**src/rtl/io_load_sequencer.sv**
```systemverilog
// io_load_sequencer: host-driven loader, execution controller and result readout for a processing unit
module io_load_sequencer #(
    parameter int DATA_W   = 32,
    parameter int READ_LAT = 2,
    parameter int TIMEOUT  = 65535
) (
    input  logic              clk,
    input  logic              rst,
    input  logic              host_valid,
    output logic              host_ready,
    input  logic [DATA_W-1:0] host_data,
    output logic [DATA_W-1:0] pru_in,
    output logic [2:0]        pru_io_opcode,
    output logic              pru_reset_execution,
    output logic              pru_enable_execution,
    input  logic              pru_done_execution,
    input  logic [DATA_W-1:0] pru_out,
    output logic              res_valid,
    input  logic              res_ready,
    output logic [DATA_W-1:0] res_data,
    output logic              busy,
    output logic              error,
    output logic [31:0]       cycle_count
);
    typedef enum logic [2:0] {IDLE, LOAD, EXEC_RST, EXEC_RUN, RD_ISSUE, RD_WAIT, RD_HOLD, ERR} state_t;
    localparam logic [31:0] TO = 32'(TIMEOUT);
    localparam logic [7:0]  RL = 8'(READ_LAT - 1);
    state_t      state;
    logic [2:0]  cmd;
    logic [15:0] cnt, idx;
    logic [31:0] run_cnt;
    logic [7:0]  wcnt;
    logic [3:0]  hdr_cmd;
    logic [15:0] hdr_n;
    logic        accept;
    logic [31:0] run_nxt;
    assign hdr_cmd = host_data[DATA_W-1 -: 4];
    assign hdr_n   = host_data[15:0];
    assign accept  = host_valid && host_ready;
    assign run_nxt = run_cnt + 32'd1;
    assign busy    = state != IDLE;
    // Sequencer FSM; every processor and host output is registered alongside the state
    always_ff @(posedge clk or posedge rst) begin
        if (rst) begin
            state                <= IDLE;
            host_ready           <= 1'b0;
            pru_in               <= '0;
            pru_io_opcode        <= 3'd0;
            pru_reset_execution  <= 1'b0;
            pru_enable_execution <= 1'b0;
            res_valid            <= 1'b0;
            res_data             <= '0;
            error                <= 1'b0;
            cycle_count          <= '0;
            cmd                  <= '0;
            cnt                  <= '0;
            idx                  <= '0;
            run_cnt              <= '0;
            wcnt                 <= '0;
        end else begin
            pru_io_opcode       <= 3'd0;
            pru_in              <= '0;
            pru_reset_execution <= 1'b0;
            case (state)
                IDLE: begin
                    host_ready <= 1'b1;
                    if (accept) begin
                        cnt <= hdr_n;
                        idx <= '0;
                        cmd <= hdr_cmd[2:0];
                        case (hdr_cmd)
                            4'd1, 4'd2, 4'd3: if (hdr_n != 16'd0) state <= LOAD;
                            4'd4: begin
                                state               <= EXEC_RST;
                                host_ready          <= 1'b0;
                                pru_reset_execution <= 1'b1;
                            end
                            4'd5: if (hdr_n != 16'd0) begin
                                state         <= RD_ISSUE;
                                host_ready    <= 1'b0;
                                pru_io_opcode <= 3'd4;
                            end
                            default: begin
                                state      <= ERR;
                                host_ready <= 1'b0;
                                error      <= 1'b1;
                            end
                        endcase
                    end
                end
                LOAD: if (accept) begin
                    pru_io_opcode <= cmd;
                    pru_in        <= host_data;
                    cnt           <= cnt - 16'd1;
                    if (cnt == 16'd1) state <= IDLE;
                end
                EXEC_RST: begin
                    state                <= EXEC_RUN;
                    pru_enable_execution <= 1'b1;
                    run_cnt              <= '0;
                end
                EXEC_RUN: begin
                    if (pru_done_execution) begin
                        pru_enable_execution <= 1'b0;
                        cycle_count          <= run_nxt;
                        host_ready           <= 1'b1;
                        state                <= IDLE;
                    end else if (run_nxt == TO) begin
                        pru_enable_execution <= 1'b0;
                        error                <= 1'b1;
                        state                <= ERR;
                    end else begin
                        run_cnt <= run_nxt;
                    end
                end
                RD_ISSUE: begin
                    state <= RD_WAIT;
                    wcnt  <= '0;
                end
                RD_WAIT: begin
                    if (wcnt == RL) begin
                        res_data  <= pru_out;
                        res_valid <= 1'b1;
                        state     <= RD_HOLD;
                    end else begin
                        wcnt <= wcnt + 8'd1;
                    end
                end
                RD_HOLD: if (res_ready) begin
                    res_valid <= 1'b0;
                    if (idx + 16'd1 == cnt) begin
                        state      <= IDLE;
                        host_ready <= 1'b1;
                    end else begin
                        idx           <= idx + 16'd1;
                        pru_in        <= DATA_W'(idx + 16'd1);
                        pru_io_opcode <= 3'd4;
                        state         <= RD_ISSUE;
                    end
                end
                default: begin
                    host_ready <= 1'b0;
                    error      <= 1'b1;
                end
            endcase
        end
    end
endmodule

```
**config.mk**
```make
export PLATFORM = sky130hd
export DESIGN_NAME = io_load_sequencer
export DESIGN_NICKNAME = d
export VERILOG_FILES = /design/src/rtl/io_load_sequencer.sv
export SDC_FILE = /design/constraint.sdc
export NUM_CORES = 1
export LEC_CHECK = 0
export CORE_ASPECT_RATIO = 1.2
export CORE_MARGIN = 3
export CORE_UTILIZATION = 57
export DETAILED_ROUTE_END_ITERATION = 10
export GPL_TIMING_DRIVEN = 0
export PLACE_DENSITY = 0.86
export SLEW_MARGIN = 20
export SYNTH_ARGS = -nofsm -noshare
export SYNTH_HDL_FRONTEND = slang
export SYNTH_SLANG_ARGS = --single-unit
```
**constraint.sdc**
```tcl
create_clock -name clk -period 14.66 [get_ports clk]
set_input_delay 2.932 -clock clk [delete_from_list [all_inputs] [get_ports clk]]
set_output_delay 2.932 -clock clk [all_outputs]
set_load 0.01 [all_outputs]
```
# [Word-level counts from Yosys, hierarchy flattened]
# Cells that the tools add are included.
[op_classes] addsub=5 n_mul=0 div_mod_pow=0 magnitude_cmp=0 n_eq_ne=31 n_shift=0 mux=55 n_bitwise=2 reduce_logical=26
[op_table] op="$pmux 32 s2" count=2
[op_table] op="$mux 32" count=3
[op_table] op="$mux 16" count=5
[op_table] op="$pmux 16 s2" count=2
[op_table] op="$mux 3" count=15
[op_table] op="$mux 17" count=2
[op_table] op="$add 32x1->32 const B" count=1
[op_table] op="$eq 32x16->1 const B" count=1
[op_table] op="$ne 2x2->1 const B" count=13
[op_table] op="$pmux 3 s7" count=1
[op_table] op="$pmux 3 s3" count=2
[op_table] op="$add 16x1->17 const B" count=1
[op_table] op="$add 16x1->16 const B" count=1
[op_table] op="$eq 16x1->1 const B" count=1
[op_table] op="$eq 16x16->1" count=1
[op_table] op="$mux 1" count=16
[op_table] op="$pmux 8 s2" count=1
[op_table] op="$reduce_bool 16->1" count=1
[op_table] op="$sub 16x1->16 const B" count=1
[op_table] op="$reduce_and 2->1" count=5
[op_table] op="$reduce_bool 2->1" count=5
[op_table] op="$reduce_or 5->1" count=2
[op_table] op="$eq 3x3->1 const B" count=3
[op_table] op="$ne 3x3->1 const B" count=3
[op_table] op="22 further kinds" count=31
[totals] reg_bits=182 latch_bits=0 ram_bits=0 rom_bits=0 input_bits=69 out_inout_bits=105 n_memories=0

# [Logic depth before layout (Yosys ltp)]
# Gate-level depths: netlist of the first run.
[depth] word_depth=5 mapped_depth=11

# [Worst setup path after synthesis of the first run]
# Ideal clock, no wire load.
[synth_path] kind="input port to flip-flop" startpoint="input host_valid" endpoint="register state[1]" setup_time_ns=0.124 arrival_ns=4.350 setup_slack_ns=10.187 stages=8 n_path_buf=1 cell_sequence="nand2_1 > or4bb_1 > o31ai_1 > and3_1 > clkbuf_1 > a21oi_1 > o21ai_0 > a21oi_1"
[synth_between] elab_chain_cells=3
[synth_rtl] item="start: declaration" line_no="9" rtl="input logic host_valid,"
[synth_rtl] item="$logic_and 1x1->1 *" line_no="39" rtl="assign accept = host_valid && host_ready;"
[synth_rtl] item="$ne 2x2->1 (no source line)"
[synth_rtl] item="$reduce_and 9->1 (no source line) *"
[synth_rtl] item="end signal: assignment" line_no="45" rtl="state <= IDLE;"
[synth_rtl] item="end signal: assignment" line_no="72" rtl="4'd1, 4'd2, 4'd3: if (hdr_n != 16'd0) state <= LOAD;"
[synth_rtl] item="end signal: assignment" line_no="74" rtl="state <= EXEC_RST;"
[synth_rtl] item="end: declaration" line_no="28" rtl="state_t state;"
# Every way passes the cells marked *; elsewhere a longest branch is shown, timed or not.
# A chain may end at the register's enable or synchronous reset.

# [Worst setup path in the final report of the first run]
[layout_path] startpoint="input host_valid" endpoint="register idx[4]"
[layout_between] elab_chain_cells=3
[layout_rtl] item="$logic_and 1x1->1" line_no="39"
[layout_rtl] item="$ne 2x2->1 (no source line)"
[layout_rtl] item="$reduce_and 4->1 (no source line)"
[layout_rtl] item="end signal: assignment" line_no="135" rtl="idx <= idx + 16'd1;"
[layout_rtl] item="end: declaration" line_no="30" rtl="logic [15:0] cnt, idx;"
# No other way between the ends.

==> results of run 1 <==
-- through the flow --
stage                     power [W]  hold slack (ns)  util, %  setup slack [ns]
after floorplan             0.00108            0.449        -              6.78
after global placement      0.00135            0.458     70.7              4.47
after detailed placement    0.00137            0.462     70.9              9.00
after CTS                   0.00182            0.487     74.4              9.45
after global routing        0.00191            0.505     74.4              9.26
final                       0.00182            0.481     74.4              9.29
-- worst max-delay path by stage --
stage | slack, ns | cells after the start | end | start
2_1_floorplan | 6.78 | 1 | cmd[0]$_DFFE_PP0P_ | rst
3_3_place_gp | 4.47 | 2 | idx[1]$_DFFE_PP0P_ | rst
3_5_place_dp | 9.00 | 6 | idx[4]$_DFFE_PP0P_ | host_valid
4_1_cts | 9.45 | 6 | idx[0]$_DFFE_PP0P_ | host_valid
5_1_grt | 9.26 | 6 | idx[3]$_DFFE_PP0P_ | host_valid
6_report | 9.29 | 6 | idx[4]$_DFFE_PP0P_ | host_valid
-- power by group through the flow --
stage	logic [W]	clock network, W	registers, W
final	0.000680	0.000445	0.000695
after detailed placement	0.000669	0	0.000702
after floorplan	0.000360	0	0.000716
after global routing	0.000733	0.000466	0.000709
after CTS	0.000675	0.000448	0.000693
after global placement	0.000652	0	0.000694
-- layout by cell type (no fill, tap or decap), types with 8 or more instances in the layout --
| master | Yosys | final |
|---|---|---|
| clkbuf_1 | 56 | 57 |
| nor3_1 | 28 | 28 |
| nor2b_1 | 8 | 8 |
| or2_2 | 9 | 9 |
| nor2_1 | 76 | 76 |
| and3_1 | 13 | 13 |
| inv_1 | 27 | 26 |
| o2bb2ai_1 | 9 | 9 |
| a31oi_1 | 13 | 13 |
| nand3_1 | 33 | 33 |
| a21o_1 | 23 | 23 |
| a221o_1 | 10 | 10 |
| clkdlybuf4s50_1 | 0 | 172 |
| xnor2_1 | 40 | 40 |
| or4_1 | 8 | 8 |
| nand2_1 | 100 | 100 |
| a21oi_1 | 40 | 40 |
| o21ai_0 | 71 | 71 |
| nand4_1 | 22 | 22 |
| and2_1 | 20 | 20 |
| nor4_1 | 19 | 19 |
| clkbuf_16 | 0 | 17 |
| xor2_1 | 16 | 16 |
| mux2_2 | 41 | 41 |
| o31ai_1 | 10 | 10 |
| dfrtp_1 | 182 | 182 |
-- per-layer routing --
metal	vias to the layer above	GRT usage, %	share of wire [%]
li1	3998	-	-
met1	4186	37.6	39
met2	425	52.9	51
met3	80	4.77	6.9
met4	0	12.0	3.0
met5	-	0	0
-- kinds of logic after synthesis --
logic type	synth area share, %
AND/OR/NAND/NOR	20.4
AO/OA/AOI/OAI	16.5
flip-flops	47.6
buffers and inverters	4.11
XOR/XNOR	5.38
multiplexers	5.04
adder cells (fa/ha/maj)	0.916
-- cell type report --
class,count,area (um^2),area share [%]
Buffer,72,292,2.40
Clock buffer,18,429,3.53
Sequential cell,182,4550,37.5
Tap cell,212,265,2.18
Timing Repair Buffer,173,1750,14.4
Inverter,27,109,0.896
Multi-Input combinational cell,723,4620,38.0
Clock inverter,14,135,1.11
-- state kept, by name, summed over array words and instances, names as in the netlist --
signal / flops
wcnt: 8
run_cnt: 32
cycle_count: 32
cmd: 3
res_data: 32
pru_in: 32
idx: 16
pru_reset_execution: 1
res_valid: 1
error: 1
pru_enable_execution: 1
host_ready: 1
cnt: 16
state: 3
pru_io_opcode: 3
==> impl_metrics.env, run 1 <==
export IMPL_vdd_ir_drop_max_mv=0.0920
export IMPL_drive_above_1_share_pct=8.60
export IMPL_die_area_um2=18400
export IMPL_r2r_slack_ns=9.91
export IMPL_synth_area_um2=9570
export IMPL_worstMarginPinSlew_ns=1.18
export IMPL_rows=51
export IMPL_start_util_pct=58.6
export IMPL_layout_nets=1272
export IMPL_arrival_ns=5.70
export IMPL_core_um2=16300
export IMPL_htreeDepth=4
export IMPL_vias_per_cell=6.11
export IMPL_dp_final_hpwl_um=20400
export IMPL_cp_start_kind="input pin"
export IMPL_cts_resized=0
export IMPL_grt_util_all_layers_pct=30.2
export IMPL_whs_path_depth=1
export IMPL_grt_max_degree=107
export IMPL_path_max_fanout=10
export IMPL_synth_ff_type="dfrtp_1"
export IMPL_cp_end_kind="flop"
export IMPL_portBuffers=172
export IMPL_placed_area_um2=11600
export IMPL_yosys_warnings=0
export IMPL_post_cts_buffers=0
export IMPL_syn_num_nets=1080
export IMPL_cp_slowest_stage_delay_ns=0.92
export IMPL_async_flop_share_pct=100
export IMPL_grt_pass1_wl_um=44800
export IMPL_dpl_cell_count=1389
export IMPL_cts_buffers=17
export IMPL_routed_wl_um=28000
export IMPL_area_delta_synth_final_pct=27.0
export IMPL_required_ns=14.99
export IMPL_synth_most_common_cell="dfrtp_1"
export IMPL_syn_area_per_cell_um2=9.53
export IMPL_p_int_w=0.00115
export IMPL_min_path_type="flop to flop"
export IMPL_fin_skew_ns=0.0107
export IMPL_max_clock_freq_mhz=186
export IMPL_synth_largest_area_cell="dfrtp_1"
export IMPL_finalNonFillerCells=1421
export IMPL_netlist_top_cells_area="dfrtp_1 (48%), mux2_2 (4.8%), nand2_1 (3.9%), o21ai_0 (3.7%), xnor2_1 (3.7%)"
export IMPL_fillers=1195
export IMPL_drt_first_pass_iters=5
export IMPL_first_iter_violations=906
export IMPL_crit_chain="clkdlybuf4s50_1 > nand2_1 > nor3_1 > o21bai_1 > clkbuf_1 > a21o_1"
export IMPL_clkPwrFrac_pct=24.5
export IMPL_root_buffer="clkbuf_16"
export IMPL_synth_cell_types=75
export IMPL_crit_type="input pin to flop"
export IMPL_timing_slew_headroom_pct=21.0
export IMPL_yosys_top_cells_count="dfrtp_1 (182), nand2_1 (100), nor2_1 (76)"
export IMPL_crit_slowest_cell="nor3_1"
export IMPL_setup_violations=0
export IMPL_overflow=0
export IMPL_ys_seq_area_share_pct=47.6
export IMPL_postCtsHoldBufs=0
export IMPL_reg2reg_from="run_cnt[0]$_DFFE_PP0P_"
export IMPL_slew_violations=0
export IMPL_rsz0062_at_grt="false"
export IMPL_p_sw_share_pct=36.8
export IMPL_hold_viol_final=0
export IMPL_r2r_end="run_cnt[29]$_DFFE_PP0P_"
export IMPL_gp_congestion=0.963
export IMPL_cts_sinks=182
export IMPL_status="completed"
export IMPL_clk_pin_slew_ns=0.07
export IMPL_cpLargestDelayFamily="simple AND/OR/NAND/NOR gates"
export IMPL_clockBufferDepth=2
export IMPL_drtAntennaViolNets=0
export IMPL_worstHoldStart="cmd[1]$_DFFE_PP0P_"
export IMPL_antenna_cells=0
export IMPL_leakage_nw=5.02
export IMPL_antenna_found_initial=0
export IMPL_clk_latency_ns=0.44
export IMPL_synth_edf_count=0
export IMPL_synthDominantCellAreaShare_pct=47.6
export IMPL_die_x_um=124
export IMPL_min_period_over_period_pct=36.6
export IMPL_grt_pass1_vias=8439
export IMPL_finalSetupTns_ns=0
export IMPL_p_seq_share_pct=38.2
export IMPL_max_cap_violations=0
export IMPL_route_detailed_drc=0
export IMPL_p_per_area_nw_per_um2=150
export IMPL_synth_seq_cells=182
export IMPL_power_frac_comb_pct=37.3
export IMPL_switchingPower_w=0.000670
export IMPL_num_vias=8689
export IMPL_synthCells=1004
export IMPL_die_y_um=148
export IMPL_ios=174
export IMPL_cts_tree="yes"
export IMPL_period_needed_ns=5.37
export IMPL_crit_buf_inv=2
export IMPL_fin_area_um2=12200
export IMPL_routedWlPerCell_um=19.7
export IMPL_reg2reg_depth=11
export IMPL_holdPathEnd="pru_io_opcode[1]$_DFF_PP0_"
(Power assumes the default switching activity.)
==> run 2: changes to the inputs <==
--- a/config.mk
+++ b/config.mk
@@ -7,10 +7,10 @@
 export LEC_CHECK = 0
 export CORE_ASPECT_RATIO = 1.2
 export CORE_MARGIN = 3
-export CORE_UTILIZATION = 57
+export CORE_UTILIZATION = 48
 export DETAILED_ROUTE_END_ITERATION = 10
 export GPL_TIMING_DRIVEN = 0
-export PLACE_DENSITY = 0.86
+export PLACE_DENSITY = 0.77
 export SLEW_MARGIN = 20
 export SYNTH_ARGS = -nofsm -noshare
 export SYNTH_HDL_FRONTEND = slang
==> constraint.sdc (replaced) <==
create_clock -name clk -period 4.9 [get_ports clk]
set_input_delay 0.98 -clock clk [delete_from_list [all_inputs] [get_ports clk]]
set_output_delay 0.98 -clock clk [all_outputs]
set_load 0.01 [all_outputs]
==> run 2 against run 1 <==
Against the previous run: total power grew to 3.0 times the previous value; sequential power grew to 3.0 times the previous value; register-to-register slack lost 9.6 ns; largest power group unchanged; utilization shrank 10 points; final cell count grew 3.4%; clock power grew to 3.0 times the previous value; non-clock buffer count grew 5; setup slack lost 9.0 ns.
==> impl_metrics.env, run 2 (same netlist as run 1, synthesis figures left out) <==
export IMPL_status="completed"
export IMPL_grt_pass1_wl_um=44400
export IMPL_max_cap_violations=0
export IMPL_start_util_pct=49.8
export IMPL_antenna_cells=0
export IMPL_routedWlPerCell_um=18.9
export IMPL_rows=55
export IMPL_grt_util_all_layers_pct=25.7
export IMPL_portBuffers=172
export IMPL_cts_buffers=17
export IMPL_fin_area_um2=12300
export IMPL_min_period_over_period_pct=93.3
export IMPL_overflow=0
export IMPL_leakage_nw=5.05
export IMPL_power_w=0.00543
export IMPL_reg2reg_from="run_cnt[0]$_DFFE_PP0P_"
export IMPL_drive_above_1_share_pct=8.74
export IMPL_post_cts_buffers=0
export IMPL_cts_tree="yes"
export IMPL_core_um2=19200
export IMPL_grt_max_degree=34
export IMPL_clk_pin_slew_ns=0.07
export IMPL_dp_final_hpwl_um=20600
export IMPL_arrival_ns=4.89
export IMPL_reg2reg_depth=10
export IMPL_layout_nets=1277
export IMPL_worstHoldStart="cycle_count[17]$_DFFE_PP0P_"
export IMPL_drt_first_pass_iters=5
export IMPL_vdd_ir_drop_max_mv=0.315
export IMPL_final_cell_mix="dfrtp_1 (182), clkdlybuf4s50_1 (172), nand2_1 (100)"
export IMPL_period_needed_ns=4.57
export IMPL_cp_start_kind="flop"
export IMPL_crit_type="flop to flop"
export IMPL_max_clock_freq_mhz=219
export IMPL_setup_violations=0
export IMPL_finalSetupTns_ns=0
export IMPL_placed_area_um2=11700
export IMPL_num_vias=8596
export IMPL_postCtsHoldBufs=0
export IMPL_drtAntennaViolNets=0
export IMPL_whs_path_depth=1
export IMPL_final_common_cell="dfrtp_1"
export IMPL_vias_per_cell=5.85
export IMPL_fin_skew_ns=0.0154
export IMPL_grt_pass1_vias=8362
export IMPL_cts_resized=0
export IMPL_required_ns=5.22
export IMPL_htreeDepth=4
export IMPL_area_delta_synth_final_pct=28.6
export IMPL_ios=174
export IMPL_timing_slew_headroom_pct=24.2
export IMPL_gp_congestion=0.933
export IMPL_cp_startpoint="run_cnt[0]$_DFFE_PP0P_"
export IMPL_slew_violations=0
export IMPL_clockBufferDepth=2
export IMPL_die_area_um2=21700
export IMPL_worstMarginPinSlew_ns=1.14
export IMPL_clk_latency_ns=0.44
export IMPL_rsz0062_at_grt="false"
export IMPL_route_detailed_drc=0
export IMPL_antenna_found_initial=0
export IMPL_cp_end_kind="flop"
export IMPL_routed_wl_um=27700
export IMPL_first_iter_violations=646
export IMPL_die_y_um=161
export IMPL_min_path_type="flop to flop"
export IMPL_cts_sinks=182
export IMPL_root_buffer="clkbuf_16"
export IMPL_hold_viol_final=0
export IMPL_path_max_fanout=10
export IMPL_p_per_area_nw_per_um2=441
export IMPL_die_x_um=135
export IMPL_utilization_pct=64.1
[run 2: cell types whose count changed in the layout (fill, tap and decap cells not counted)]
cell and change:
bufinv_16 +1, nor4_2 +1, buf_12 +4, inv_8 -7
clkinv_4 -1, nor4_1 -1, clkinvlp_4 +2, clkbuf_8 +1
buf_16 +1, clkbuf_1 +3
[run 2: where the power goes]
group	switching, W	internal (W)
combinational	0.00108	0.000947
clock	0.000606	0.000717
sequential	0.000250	0.00183
[run 2: layout make-up]
type	instances	area, um^2
inverter	27	105
buffer	72	292
clock inverter	9	96.3
fill	1582	6900
sequential	182	4550
tap	256	320
timing repair buffer	178	1860
clock buffer	22	454
multi-input combinational	723	4620
[run 2: worst paths after layout]
check,to,slack [ns]
setup / recovery,run_cnt[29]$_DFFE_PP0P_,0.33
hold / removal,cycle_count[17]$_DFFE_PP0P_,0.48
setup reg to reg,run_cnt[29]$_DFFE_PP0P_,0.33
hold reg to reg,cycle_count[17]$_DFFE_PP0P_,0.48
max in group asynchronous,pru_in[11]$_DFF_PP0_,2.98
min in group asynchronous,cycle_count[10]$_DFFE_PP0P_,0.98
[run 2: routing by layer]
metal	share of wire, %	global-route usage, %	vias to the layer above
met4	3.0	10.2	0
met3	5.3	3.48	56
met5	0	0	-
li1	-	-	4003
met2	51	44.7	304
met1	40	32.4	4233
[run 2: metrics by stage]
step	worst slack [ns]	hold slack [ns]	std cells
floorplan	1.21	0.449	1004
global placement	0.0404	0.459	1432
detailed placement	0.334	0.468	1438
CTS	0.280	0.487	1469
global route	0.131	0.509	1469
finish	0.329	0.478	1469
[run 2: worst max-delay path, cell delays in order, from the launching register on]
cell and delay (ns):
dfrtp_1 0.46, ha_1 0.27, nand3_2 0.19, or4_4 0.65
or4_1 0.63, xor2_1 0.32, o2111ai_1 0.20, o41ai_1 0.56
buf_2 0.37, a21oi_1 0.39, mux2_2 0.40
